File: src/rtl/fetch_pkg.sv
// Shared fetch/decode definitions: fetch FSM states, reset defaults and
// MIPS instruction field bit positions (also used by the decode stage).
package fetch_pkg;

  typedef enum logic [1:0] {
    BOOT = 2'd0,
    RUN  = 2'd1,
    WAIT = 2'd2
  } fetch_state_t;

  localparam logic [31:0] RESET_PC_DEFAULT = 32'h0000_0000;
  localparam logic [31:0] NOP_WORD_DEFAULT = 32'h0000_0000;  // sll $0,$0,0

  localparam int OPCODE_HI = 31;
  localparam int OPCODE_LO = 26;
  localparam int RS_HI     = 25;
  localparam int RS_LO     = 21;
  localparam int RT_HI     = 20;
  localparam int RT_LO     = 16;
  localparam int RD_HI     = 15;
  localparam int RD_LO     = 11;
  localparam int FUNCT_HI  = 5;
  localparam int FUNCT_LO  = 0;
  localparam int IMM_HI    = 15;
  localparam int IMM_LO    = 0;
  localparam int JADDR_HI  = 25;
  localparam int JADDR_LO  = 0;

  // Sequential PC increment; wraps modulo 2^32, low bits pass through untouched.
  function automatic logic [31:0] pc_inc(input logic [31:0] pc);
    return pc + 32'd4;
  endfunction

endpackage

File: src/rtl/if_id_reg.sv
// IF/ID pipeline register: hold has priority, then capture, then bubble.
// A bubble loads the configured NOP word and clears valid.
module if_id_reg #(
  parameter logic [31:0] NOP_WORD = 32'h0000_0000
) (
  input  logic        clk,
  input  logic        rst_n,
  input  logic        capture,
  input  logic        bubble,
  input  logic        hold,
  input  logic [31:0] instr_d,
  input  logic [31:0] pc_plus4_d,
  output logic        valid,
  output logic [31:0] instr,
  output logic [31:0] pc_plus4
);

  always_ff @(posedge clk or negedge rst_n) begin
    if (!rst_n) begin
      valid    <= 1'b0;
      instr    <= NOP_WORD;
      pc_plus4 <= 32'h0;
    end else if (!hold) begin
      if (capture) begin
        valid    <= 1'b1;
        instr    <= instr_d;
        pc_plus4 <= pc_plus4_d;
      end else if (bubble) begin
        valid    <= 1'b0;
        instr    <= NOP_WORD;
        pc_plus4 <= 32'h0;
      end
    end
  end

endmodule

File: src/rtl/instr_fetch_stage.sv
// MIPS instruction fetch stage: PC, BOOT/RUN/WAIT fetch FSM, pending redirect
// and IF/ID register. Optional macro DELAY_SLOT_EN keeps the word fetched
// alongside a redirect as a valid delay-slot instruction.
module instr_fetch_stage
  import fetch_pkg::*;
#(
  parameter logic [31:0] RESET_PC = RESET_PC_DEFAULT,
  parameter logic [31:0] NOP_WORD = NOP_WORD_DEFAULT
) (
  input  logic        Clk,
  input  logic        Reset_n,
  output logic        imem_req,
  output logic [31:0] imem_addr,
  input  logic [31:0] imem_rdata,
  input  logic        imem_ready,
  input  logic        stall,
  input  logic        redirect,
  input  logic [31:0] redirect_target,
  output logic        id_valid,
  output logic [31:0] id_instr,
  output logic [31:0] id_pc_plus4,
  output logic [5:0]  id_opcode,
  output logic [4:0]  id_rs,
  output logic [4:0]  id_rt,
  output logic [4:0]  id_rd,
  output logic [5:0]  id_funct,
  output logic [15:0] id_imm16,
  output logic [25:0] id_jaddr
);

  fetch_state_t state_reg, state_next;
  logic [31:0]  pc_reg, pc_next;
  logic         pend_reg, pend_next;
  logic [31:0]  pend_target_reg, pend_target_next;
  logic         ifid_capture, ifid_bubble, ifid_hold;
  logic         redirect_slot_capture;

`ifdef DELAY_SLOT_EN
  assign redirect_slot_capture = 1'b1;
`else
  assign redirect_slot_capture = 1'b0;
`endif

  always_ff @(posedge Clk or negedge Reset_n) begin
    if (!Reset_n) begin
      state_reg       <= BOOT;
      pc_reg          <= RESET_PC;
      pend_reg        <= 1'b0;
      pend_target_reg <= RESET_PC;
    end else begin
      state_reg       <= state_next;
      pc_reg          <= pc_next;
      pend_reg        <= pend_next;
      pend_target_reg <= pend_target_next;
    end
  end

  always_comb begin
    state_next = state_reg;
    case (state_reg)
      BOOT:    state_next = RUN;
      RUN:     if (!redirect && !stall && !imem_ready) state_next = WAIT;
      WAIT:    if (imem_ready && (redirect || !stall)) state_next = RUN;
      default: state_next = BOOT;
    endcase
  end

  always_comb begin
    imem_req = 1'b0;
    case (state_reg)
      RUN, WAIT: imem_req = 1'b1;
      default:   imem_req = 1'b0;
    endcase
  end

  // PC, pending-redirect and IF/ID control; redirect outranks stall.
  always_comb begin
    pc_next          = pc_reg;
    pend_next        = pend_reg;
    pend_target_next = pend_target_reg;
    ifid_capture     = 1'b0;
    ifid_bubble      = 1'b0;
    ifid_hold        = 1'b1;
    case (state_reg)
      RUN: begin
        if (redirect) begin
          pc_next      = redirect_target;
          ifid_hold    = 1'b0;
          ifid_capture = redirect_slot_capture && imem_ready;
          ifid_bubble  = !(redirect_slot_capture && imem_ready);
        end else if (!stall) begin
          ifid_hold = 1'b0;
          if (imem_ready) begin
            ifid_capture = 1'b1;
            pc_next      = pc_inc(pc_reg);
          end else begin
            ifid_bubble = 1'b1;
          end
        end
      end
      WAIT: begin
        if (redirect || !stall) begin
          ifid_hold = 1'b0;
          if (imem_ready) begin
            if (redirect || pend_reg) begin
              // The arriving word belongs to the old path; the newest target wins.
              pc_next      = redirect ? redirect_target : pend_target_reg;
              pend_next    = 1'b0;
              ifid_capture = redirect_slot_capture;
              ifid_bubble  = !redirect_slot_capture;
            end else begin
              ifid_capture = 1'b1;
              pc_next      = pc_inc(pc_reg);
            end
          end else begin
            ifid_bubble = 1'b1;
            if (redirect) begin
              pend_next        = 1'b1;
              pend_target_next = redirect_target;
            end
          end
        end
      end
      default: ;
    endcase
  end

  assign imem_addr = pc_reg;

  if_id_reg #(
    .NOP_WORD (NOP_WORD)
  ) u_if_id (
    .clk        (Clk),
    .rst_n      (Reset_n),
    .capture    (ifid_capture),
    .bubble     (ifid_bubble),
    .hold       (ifid_hold),
    .instr_d    (imem_rdata),
    .pc_plus4_d (pc_inc(pc_reg)),
    .valid      (id_valid),
    .instr      (id_instr),
    .pc_plus4   (id_pc_plus4)
  );

  assign id_opcode = id_instr[OPCODE_HI:OPCODE_LO];
  assign id_rs     = id_instr[RS_HI:RS_LO];
  assign id_rt     = id_instr[RT_HI:RT_LO];
  assign id_rd     = id_instr[RD_HI:RD_LO];
  assign id_funct  = id_instr[FUNCT_HI:FUNCT_LO];
  assign id_imm16  = id_instr[IMM_HI:IMM_LO];
  assign id_jaddr  = id_instr[JADDR_HI:JADDR_LO];

endmodule

File: config.mk
export PLATFORM = sky130hd
export DESIGN_NAME = instr_fetch_stage
export DESIGN_NICKNAME = d
export VERILOG_FILES = /design/src/rtl/fetch_pkg.sv /design/src/rtl/if_id_reg.sv /design/src/rtl/instr_fetch_stage.sv
export SDC_FILE = /design/constraint.sdc
export NUM_CORES = 1
export LEC_CHECK = 0
export ABC_CLOCK_PERIOD_IN_PS = 2350
export BUFFER_PORTS_ARGS = -buffer_cell sky130_fd_sc_hd__buf_4
export CAP_MARGIN = 40
export CORE_MARGIN = 5
export CORE_UTILIZATION = 50
export CTS_BUF_LIST = sky130_fd_sc_hd__clkbuf_2
export CTS_CLUSTER_SIZE = 24
export DETAILED_ROUTE_END_ITERATION = 6
export PLACE_DENSITY = 0.78
export SYNTH_ARGS = -nofsm -noshare
export SYNTH_HDL_FRONTEND = slang
export SYNTH_SLANG_ARGS = --single-unit
File: constraint.sdc
create_clock -name Clk -period 2.35 [get_ports Clk]
set_input_delay 0.47 -clock Clk [delete_from_list [all_inputs] [get_ports Clk]]
set_output_delay 0.47 -clock Clk [all_outputs]
set_load 0.01 [all_outputs]
==> results of run 1 <==
## worst max-delay path: stages (launching register included)
cell and delay (ps):
dfrtp_1 440, inv_1 80, ha_1 360, buf_4 180
## per-layer routing
| metal | part of all wire | vias to the layer above |
|---|---|---|
| met4 | 0.014 | 0 |
| met1 | 0.42 | 3297 |
| li1 | - | 3145 |
| met3 | 0.084 | 30 |
| met2 | 0.49 | 317 |
| met5 | 0 | - |
## per-stage QoR
| stage | power (uW) | setup TNS [ps] | setup WS (ps) |
|---|---|---|---|
| after floorplan | 8210 | 0 | 287 |
| after global placement | 10300 | 0 | 249 |
| after detailed placement | 10500 | 0 | 187 |
| after CTS | 12300 | 0 | 30.7 |
| after global routing | 13000 | -0.602 | -0.602 |
| final | 12200 | 0 | 107 |
## worst paths after layout
path	cells after the start	to	from
max in group asynchronous	3	u_if_id.instr[31]$_DFFE_PN0P_	Reset_n
min in group asynchronous	2	imem_addr[21]$_DFFE_PN0P_	Reset_n
worst max register to register	7	u_if_id.pc_plus4[22]$_DFFE_PN0P_	state_reg[0]$_DFFE_PN0P_
worst min-delay path	4	imem_addr[18]$_DFFE_PN0P_	redirect
worst max-delay path	3	imem_req	state_reg[0]$_DFFE_PN0P_
worst min register to register	1	pend_target_reg[5]$_DFFE_PN0P_	pend_target_reg[5]$_DFFE_PN0P_
## cell type report
class / count / area [um^2]
Timing Repair Buffer: 335 / 2720
Fill cell: 1175 / 4730
Multi-Input combinational cell: 476 / 3320
Clock inverter: 15 / 211
Tap cell: 184 / 230
Inverter: 9 / 33.8
Clock buffer: 17 / 85.1
Sequential cell: 132 / 3300
## cell usage in the layout (no fill, tap or decap), types with 6 or more instances in the layout
| cell type | n |
|---|---|
| a31oi_1 | 6 |
| a221oi_1 | 7 |
| dlygate4sd3_1 | 67 |
| o211ai_1 | 32 |
| and2_1 | 12 |
| xnor2_1 | 12 |
| nand4_1 | 22 |
| clkbuf_2 | 17 |
| buf_4 | 264 |
| mux2_1 | 24 |
| o22ai_1 | 6 |
| o21ai_0 | 36 |
| mux2i_1 | 11 |
| nand2b_1 | 8 |
| dfrtp_1 | 132 |
| a22o_1 | 38 |
| or3_1 | 8 |
| o21ai_1 | 6 |
| o311ai_0 | 6 |
| and3_1 | 9 |
| a21oi_1 | 8 |
| nand3_1 | 32 |
| nor2_1 | 24 |
| nand2_1 | 77 |
| o2bb2ai_1 | 7 |
| inv_1 | 7 |
| mux2_2 | 9 |
| or4_1 | 7 |
## cells by family after synthesis
group	after synthesis	synth area share
multiplexers	45	0.0659
AO/OA/AOI/OAI	177	0.173
AND/OR/NAND/NOR	236	0.178
XOR/XNOR	13	0.0151
flip-flops	132	0.438
buffers and inverters	144	0.121
adder cells (fa/ha/maj)	5	0.00830
## power by group through the flow
stage | sequential (uW) | combinational (uW) | clock (uW)
6_report | 4490 | 6070 | 1670
5_1_grt | 4660 | 6570 | 1790
4_1_cts | 4470 | 6070 | 1710
3_5_place_dp | 4530 | 5960 | 0
3_3_place_gp | 4490 | 5840 | 0
2_1_floorplan | 4360 | 3840 | 0
## what timing repair did
item                                    CTS  global route
resized for setup                         0             2
hold endpoints to repair                127             0
buffers inserted                          0             1
hold buffers                             67             0
endpoints found under the setup margin    0             9
==> metrics.txt, run 1 <==
Syn Area/Cell=10.0 um^2; placer congestion estimate=0.885; #FFs+latches synth=132; max_cap viols=0; switching share of power=0.418; fin nets=1045; distinct cell type count of the synthesized netlist=66; Routed Antenna Nets=0; largest net degree at the start of global routing=63; vias in the first global route=around 6700; P_leak=0.00464 uW; power density cells=1230 mW/mm^2; DP Cell Count=1068; Initial DRC Count=492; Synth top cells by count=dfrtp_1, nand2_1, buf_4, a22o_1, o21ai_0; first-pass GRT wire length=36000 um; routed wire length=around 22000 um; most common cell in the netlist=dfrtp_1; outcome=completed; Row Count=44; Synth top area share=0.438; Synth-to-Final Area Change=31.6%; I/O pins=236; Vias/cell=5.81; Period minus WS final=between 2000 and 2500 ps; CP max FO=5; worst-skew pair later-pin latency=720 ps; Worst Path Required=around 1900 ps; CP Capture Type=primary output; endpoints failing hold=0; Final Non-Filler Cells=1168; crit start category=register; gr usage total=0.251; met3 Track Usage GR=0.0687; Comb power frac=0.496; Mapped Cells=around 750; final setup skew=about 28 ps; period utilization=0.954; hold_ws=235 ps; CTS Buf Count=17; Top FF cell, synth=dfrtp_1; Pins Over Slew Limit=0; Final setup viols=0; M2 GR Usage=0.423; initial antenna violation count=0; TritonCTS clock tree=yes; kind of critical path=register to primary output; number of synthesized flops with an enable pin=0; crit path DAT=~1800 ps; syn nets=826; clock-pin transition on the worst setup and hold timing paths=approximately 200 ps; area of the die=0.0176 mm^2; Max Clock Freq=446 MHz; share of layout cells above drive strength 1=0.340; worst hold path type=input port to register; Finished Cell Area=roughly 0.01 mm^2; total number of vias=slightly below 7000; yosys warns=0; internal power=7120 uW; Slew HR=0.611; root buffer cell=clkbuf_2; # clock sinks=132; # H-tree levels=4; leading area contributor after synthesis=dfrtp_1; grt ovf=0; post-layout util=0.677; post-synthesis async set-or-reset flop share=1.00; Sequential Power Share=0.367; top post-synthesis cells by area=dfrtp_1, buf_4, a22o_1, nand2_1, mux2_1; per-cell routed wire length=19.0 um; DPL Wire Length=about 16000 um; sequential share of the synthesized area=0.438; Die W=between 100 and 150 um; IO Port Bufs=between 200 and 250; Peak VDD IR=~0.00062 V; core area=0.0146 mm^2; GRT busiest layer=met2; Initial Util=0.514; reg2reg setup slack=150 ps; Net Sw Power=roughly 5100 uW; clk buf depth=2; post-route DRC violation count=0; placed cell area=0.00893 mm^2; First-pass DRT Iterations=5; Clk pwr share=0.136; Die H=133 um; Slew @ Worst Pin=579 ps; ant diodes=0; Cell Area, Synth=between 0.007 and 0.008 mm^2; routing usage on met1=0.325
(Power assumes the default switching activity.)
==> run 2, diff against run 1 <==
Settings changed: CORE_UTILIZATION 50 to 40, PLACE_DENSITY 0.78 to 0.65.
==> run 2 against run 1 <==
Final cell count grew 4.9%. Power shrank 1.1%. First-iteration DRC count grew 18%. Die area grew 23%. Combinational power is essentially flat. Wire length grew 1.4%. Via count shrank 1.3%. Sequential share of layout area shrank 0.29 points. Flip-flop and latch count is the same. Critical endpoint unchanged. Largest cell class unchanged.
==> metrics.txt, run 2 (same netlist as run 1, synthesis figures left out) <==
Max Clock Freq=465 MHz (was 446 MHz); clk buf depth=2 (unchanged); clock-pin transition on the worst setup and hold timing paths=230 ps (was 200 ps); P_leak=0.00465 uW (was 0.00464 uW); Critical Path, Cell by Cell=inv_1 > ha_4 > buf_4 (was inv_1 > ha_1 > buf_4); core area=0.0186 mm^2 (was 0.0146 mm^2); Slew HR=0.648 (was 0.611); share of layout cells above drive strength 1=0.344 (was 0.340); Routed Antenna Nets=0 (unchanged); largest net degree at the start of global routing=58 (was 63); Final setup viols=0 (unchanged); outcome=completed (unchanged); CP max FO=5 (unchanged); worst hold path type=input port to asynchronous set/reset pin (was input port to register); Worst Path Required=1880 ps (about the same); CP max-delay cell=dfrtp_1 (unchanged); max_cap viols=0 (unchanged); unrepaired setup endpoints after global routing=no; first-pass GRT wire length=35800 um (was 36000 um); worst-skew pair later-pin latency=720 ps (about the same); kind of critical path=register to primary output (unchanged); Vias/cell=5.47 (was 5.81); fin nets=1051 (was 1045); per-cell routed wire length=18.4 um (was 19.0 um); CP Capture Type=primary output (unchanged); total number of vias=6702 (was 6789); root buffer cell=clkbuf_2 (unchanged); Die H=147 um (was 133 um); CP Buf/Inv Count=2 (unchanged); final setup skew=28.3 ps (was 27.6 ps); # fillers=1707 (was 1175); period utilization=0.915 (was 0.954); CTS Buf Count=17 (unchanged); post-layout util=0.536 (was 0.677); most common cell after layout, fill and taps aside=buf_4 (unchanged); crit path DAT=1680 ps (was 1770 ps); endpoints failing hold=0 (unchanged); # H-tree levels=4 (unchanged); IO Port Bufs=235 (unchanged); Die W=147 um (was 133 um); First-pass DRT Iterations=5 (unchanged); TritonCTS clock tree=yes (unchanged); setup TNS=0 ps (unchanged); CP max stage delay=450 ps (was 440 ps); family with the most delay on the worst path=flip-flops (unchanged); Period minus WS final=2150 ps (was 2240 ps); initial antenna violation count=1 (was 0); gr usage total=0.206 (was 0.251); post-route DRC violation count=0 (unchanged); commonest cells after routing, fill and taps aside=buf_4, dfrtp_1, nand2_1 (unchanged); Finished Cell Area=0.0100 mm^2 (was 0.00991 mm^2); crit start category=register (unchanged); grt ovf=0 (unchanged); placer congestion estimate=0.832 (was 0.885); Row Count=50 (was 44); DPL Wire Length=16000 um (was 15500 um); placed cell area=0.00904 mm^2 (was 0.00893 mm^2); I/O pins=236 (unchanged); area of the die=0.0217 mm^2 (was 0.0176 mm^2); Peak VDD IR=0.000643 V (was 0.000624 V); routed wire length=22600 um (was 22200 um); Initial DRC Count=580 (was 492); Initial Util=0.404 (was 0.514); Slew @ Worst Pin=526 ps (was 579 ps); vias in the first global route=6583 (was 6695); power density cells=1210 mW/mm^2 (was 1230 mW/mm^2); # clock sinks=132 (unchanged); Pins Over Slew Limit=0 (unchanged); Synth-to-Final Area Change=32.7% (was 31.6%)
==> run 2: cell count changes in the layout (fill, tap and decap cells not counted), moves of 2 or more <==
cell       change
buf_4          +6
clkinv_4       +2
inv_6          +2
bufinv_16      -2
clkinv_2       -2
==> run 2: what timing repair did <==
action / 4_1_cts / 5_1_grt
gates resized for setup: 0 / 1
setup buffers: 0 / 1
endpoints found under the setup margin: 0 / 1
hold endpoints to repair: 122 / 0
hold buffers: 67 / 0
==> run 2: final timing paths <==
kind                                                   from                                to  slack [ps]  cells after the start
hold / removal                                      Reset_n  u_if_id.pc_plus4[23]$_DFFE_PN0P_         210                      2
setup reg to reg                   state_reg[0]$_DFFE_PN0P_         imem_addr[29]$_DFFE_PN0P_         210                      7
max in group asynchronous                           Reset_n    pend_target_reg[3]$_DFFE_PN0P_        1440                      3
min in group Clk                                   redirect         imem_addr[18]$_DFFE_PN0P_         240                      5
hold reg to reg            u_if_id.pc_plus4[12]$_DFFE_PN0P_  u_if_id.pc_plus4[12]$_DFFE_PN0P_         510                      2
setup / recovery                   state_reg[0]$_DFFE_PN0P_                          imem_req         200                      3
==> run 2: report_power, final <==
group | internal, uW | switching, uW | total (uW)
Sequential | 3250 | 1230 | 4490
Combinational | 3090 | 2970 | 6050
Clock | 602 | 955 | 1560
Total | 6940 | 5150 | 12100
==> run 2: routing by layer <==
metal,up-vias,track usage,wire length [um]
met5,-,0,0
met4,0,0.0559,286
met3,18,0.0429,1490
met2,248,0.345,10900
met1,3285,0.271,9910
li1,3151,-,-
==> run 2: worst reg2reg max path, stage by stage (launching register included) <==
cell	delay, ps
dfrtp_1	430
inv_1	110
ha_1	340
nor2b_1	330
a22o_2	240
buf_4	250
mux2i_1	240
o211ai_1	120
==> run 2: cell type report <==
type                       instances  area [um^2]  share of cell area
multi-input combinational        476         3330               0.333
inverter                           9         33.8             0.00338
antenna                            1         2.50            0.000250
clock inverter                    15          180              0.0180
tap                              234          293              0.0293
clock buffer                      17         85.1             0.00851
sequential                       132         3300               0.330
timing repair buffer             341         2770               0.277
==> run 2: metrics by stage <==
| stage | power [uW] | hold slack, ps | worst slack [ps] | std cells |
|---|---|---|---|---|
| after global routing | 12900 | 170 | 39.5 | 1225 |
| final | 12100 | 214 | 200 | 1225 |
| after CTS | 12100 | 160 | 38.4 | 1223 |
| after global placement | 10400 | 442 | 310 | 1124 |
| after floorplan | 8210 | 174 | 287 | 752 |
| after detailed placement | 10500 | 439 | 235 | 1124 |
==> run 3, diff against run 2 <==
Settings changed: GPL_TIMING_DRIVEN set to 0.
==> run 3 against run 2 <==
Combinational power rose by 21%. First-iteration DRC count is 17% lower. Sequential share of layout area down 1.6 points. Maximum frequency is 4.4% lower. Critical path type is now register to register. Largest cell class is now buffers.
==> metrics.txt, run 3 (same netlist as run 1, synthesis figures left out) <==
most common cell after layout, fill and taps aside=buf_4 (unchanged); CTS Buf Count=17 (unchanged); Worst Path Required=2980 ps (was 1880 ps); Critical Path, Cell by Cell=inv_1 > ha_1 > and2_1 > buf_4 > a22oi_4 > buf_4 > buf_2 > o22ai_1 (was inv_1 > ha_4 > buf_4); unrepaired setup endpoints after global routing=yes (was no); clk buf depth=2 (unchanged); CP Buf/Inv Count=4 (was 2); final setup skew=34.8 ps (was 28.3 ps); gr usage total=0.228 (was 0.206); placer congestion estimate=0.874 (was 0.832); # fillers=1670 (was 1707); core area=0.0186 mm^2 (unchanged); largest net degree at the start of global routing=85 (was 58); Worst path most repeated cell=buf_4; first-pass GRT wire length=39500 um (was 35800 um); kind of critical path=register to register (was register to primary output); total power=12900 uW (was 12100 uW); total number of vias=7141 (was 6702); Synth-to-Final Area Change=39.7% (was 32.7%); Max Clock Freq=445 MHz (was 465 MHz); CP max-delay cell=dfrtp_1 (unchanged); fin nets=1146 (was 1051); Pins Over Slew Limit=0 (unchanged); worst hold path type=input port to register (was input port to asynchronous set/reset pin); Finished Cell Area=0.0105 mm^2 (was 0.0100 mm^2); CP max FO=10 (was 5); Reg area=0.00330 mm^2 (about the same); # clock sinks=132 (unchanged); Post-Place Setup Slack=-74.8 ps (was 235 ps); Period minus WS final=2250 ps (was 2150 ps); multi-input combinational cell area=0.00334 mm^2 (was 0.00333 mm^2); CP Capture Type=register (was primary output); ant diodes=0 (was 1); Slew @ Worst Pin=843 ps (was 526 ps); setup TNS=0 ps (unchanged); grt ovf=0 (unchanged); I/O pins=236 (unchanged); Slew HR=0.438 (was 0.648); # H-tree levels=4 (unchanged); Die W=147 um (unchanged); DP Cell Count=1221 (was 1124); period utilization=0.957 (was 0.915); vias in the first global route=7057 (was 6583); root buffer cell=clkbuf_2 (unchanged); Final setup viols=0 (unchanged); crit start category=register (unchanged); met3 Track Usage GR=0.0463 (was 0.0429); First-pass DRT Iterations=6 (was 5); CP max stage delay=430 ps (was 450 ps); final worst slack=102 ps (was 200 ps); initial antenna violation count=0 (was 1); per-cell routed wire length=18.9 um (was 18.4 um); TritonCTS clock tree=yes (unchanged); Initial DRC Count=479 (was 580); M2 GR Usage=0.379 (was 0.345); area of the die=0.0217 mm^2 (unchanged); Die H=147 um (unchanged); crit path DAT=2870 ps (was 1680 ps); Initial Util=0.404 (unchanged); routing usage on met1=0.302 (was 0.271); clock-pin transition on the worst setup and hold timing paths=210 ps (was 230 ps); P_leak=0.00506 uW (was 0.00465 uW); family with the most delay on the worst path=buffers and inverters (was flip-flops); post-route DRC violation count=0 (unchanged); DPL Wire Length=17800 um (was 16000 um); GRT busiest layer=met2 (unchanged); Vias/cell=5.41 (was 5.47); placed cell area=0.00961 mm^2 (was 0.00904 mm^2); Peak VDD IR=0.000605 V (was 0.000643 V); share of layout cells above drive strength 1=0.387 (was 0.344); max_cap viols=0 (unchanged); endpoints failing hold=0 (unchanged); commonest cells after routing, fill and taps aside=buf_4, dfrtp_1, nand2_1 (unchanged); Row Count=50 (unchanged); routed wire length=25000 um (was 22600 um); Routed Antenna Nets=0 (unchanged); outcome=completed (unchanged); worst-skew pair later-pin latency=730 ps (was 720 ps); power density cells=1220 mW/mm^2 (was 1210 mW/mm^2); Final Non-Filler Cells=1319 (was 1225); IO Port Bufs=234 (was 235)
-- run 3: layout make-up --
cell class                 count  share of cell area
clock buffer                  18             0.00856
tap                          234              0.0278
multi-input combinational    476               0.317
buffer                       133              0.0840
sequential                   132               0.314
inverter                       9             0.00321
clock inverter                14              0.0108
timing repair buffer         303               0.234
-- run 3: worst min-delay path: cells and delay by family --
kind            cells  cell delay [ps]
compound gates      1               80
simple gates        1              120
buf+inv             2              250
-- run 3: power breakdown --
part           leakage, uW  switching (uW)  total (uW)  internal [uW]
Clock             0.000121             915        1290            375
Combinational      0.00323            3580        7340           3760
Sequential         0.00170             960        4220           3260
-- run 3: repair_timing --
item	CTS	global route
setup buffers	0	1
gates resized for setup	5	15
hold endpoints to repair	162	0
endpoints found under the setup margin	18	49
hold buffers	67	0
-- run 3: final timing paths --
check	start	end	slack [ps]	cells past startpoint
min in group asynchronous	Reset_n	u_if_id.instr[22]$_DFFE_PN0P_	350	2
max in group asynchronous	Reset_n	imem_addr[0]$_DFFE_PN0P_	1220	3
setup reg to reg	state_reg[0]$_DFFE_PN0P_	imem_addr[13]$_DFFE_PN0P_	100	8
setup / recovery	state_reg[0]$_DFFE_PN0P_	imem_addr[13]$_DFFE_PN0P_	100	8
hold reg to reg	u_if_id.pc_plus4[20]$_DFFE_PN0P_	u_if_id.pc_plus4[20]$_DFFE_PN0P_	500	2
hold / removal	redirect	pend_reg$_DFFE_PN0P_	210	4
-- run 3: per-layer routing --
metal	vias up	routed length, um
met3	38	1830
met4	0	379
li1	3328	-
met2	308	12000
met1	3467	10700
met5	-	0
-- run 3: stage by stage --
stage | hold slack [ps] | utilization
detailed placement | 467 | 0.516
global placement | 466 | 0.514
finish | 212 | 0.565
floorplan | 174 | -
global route | 163 | 0.565
CTS | 155 | 0.564
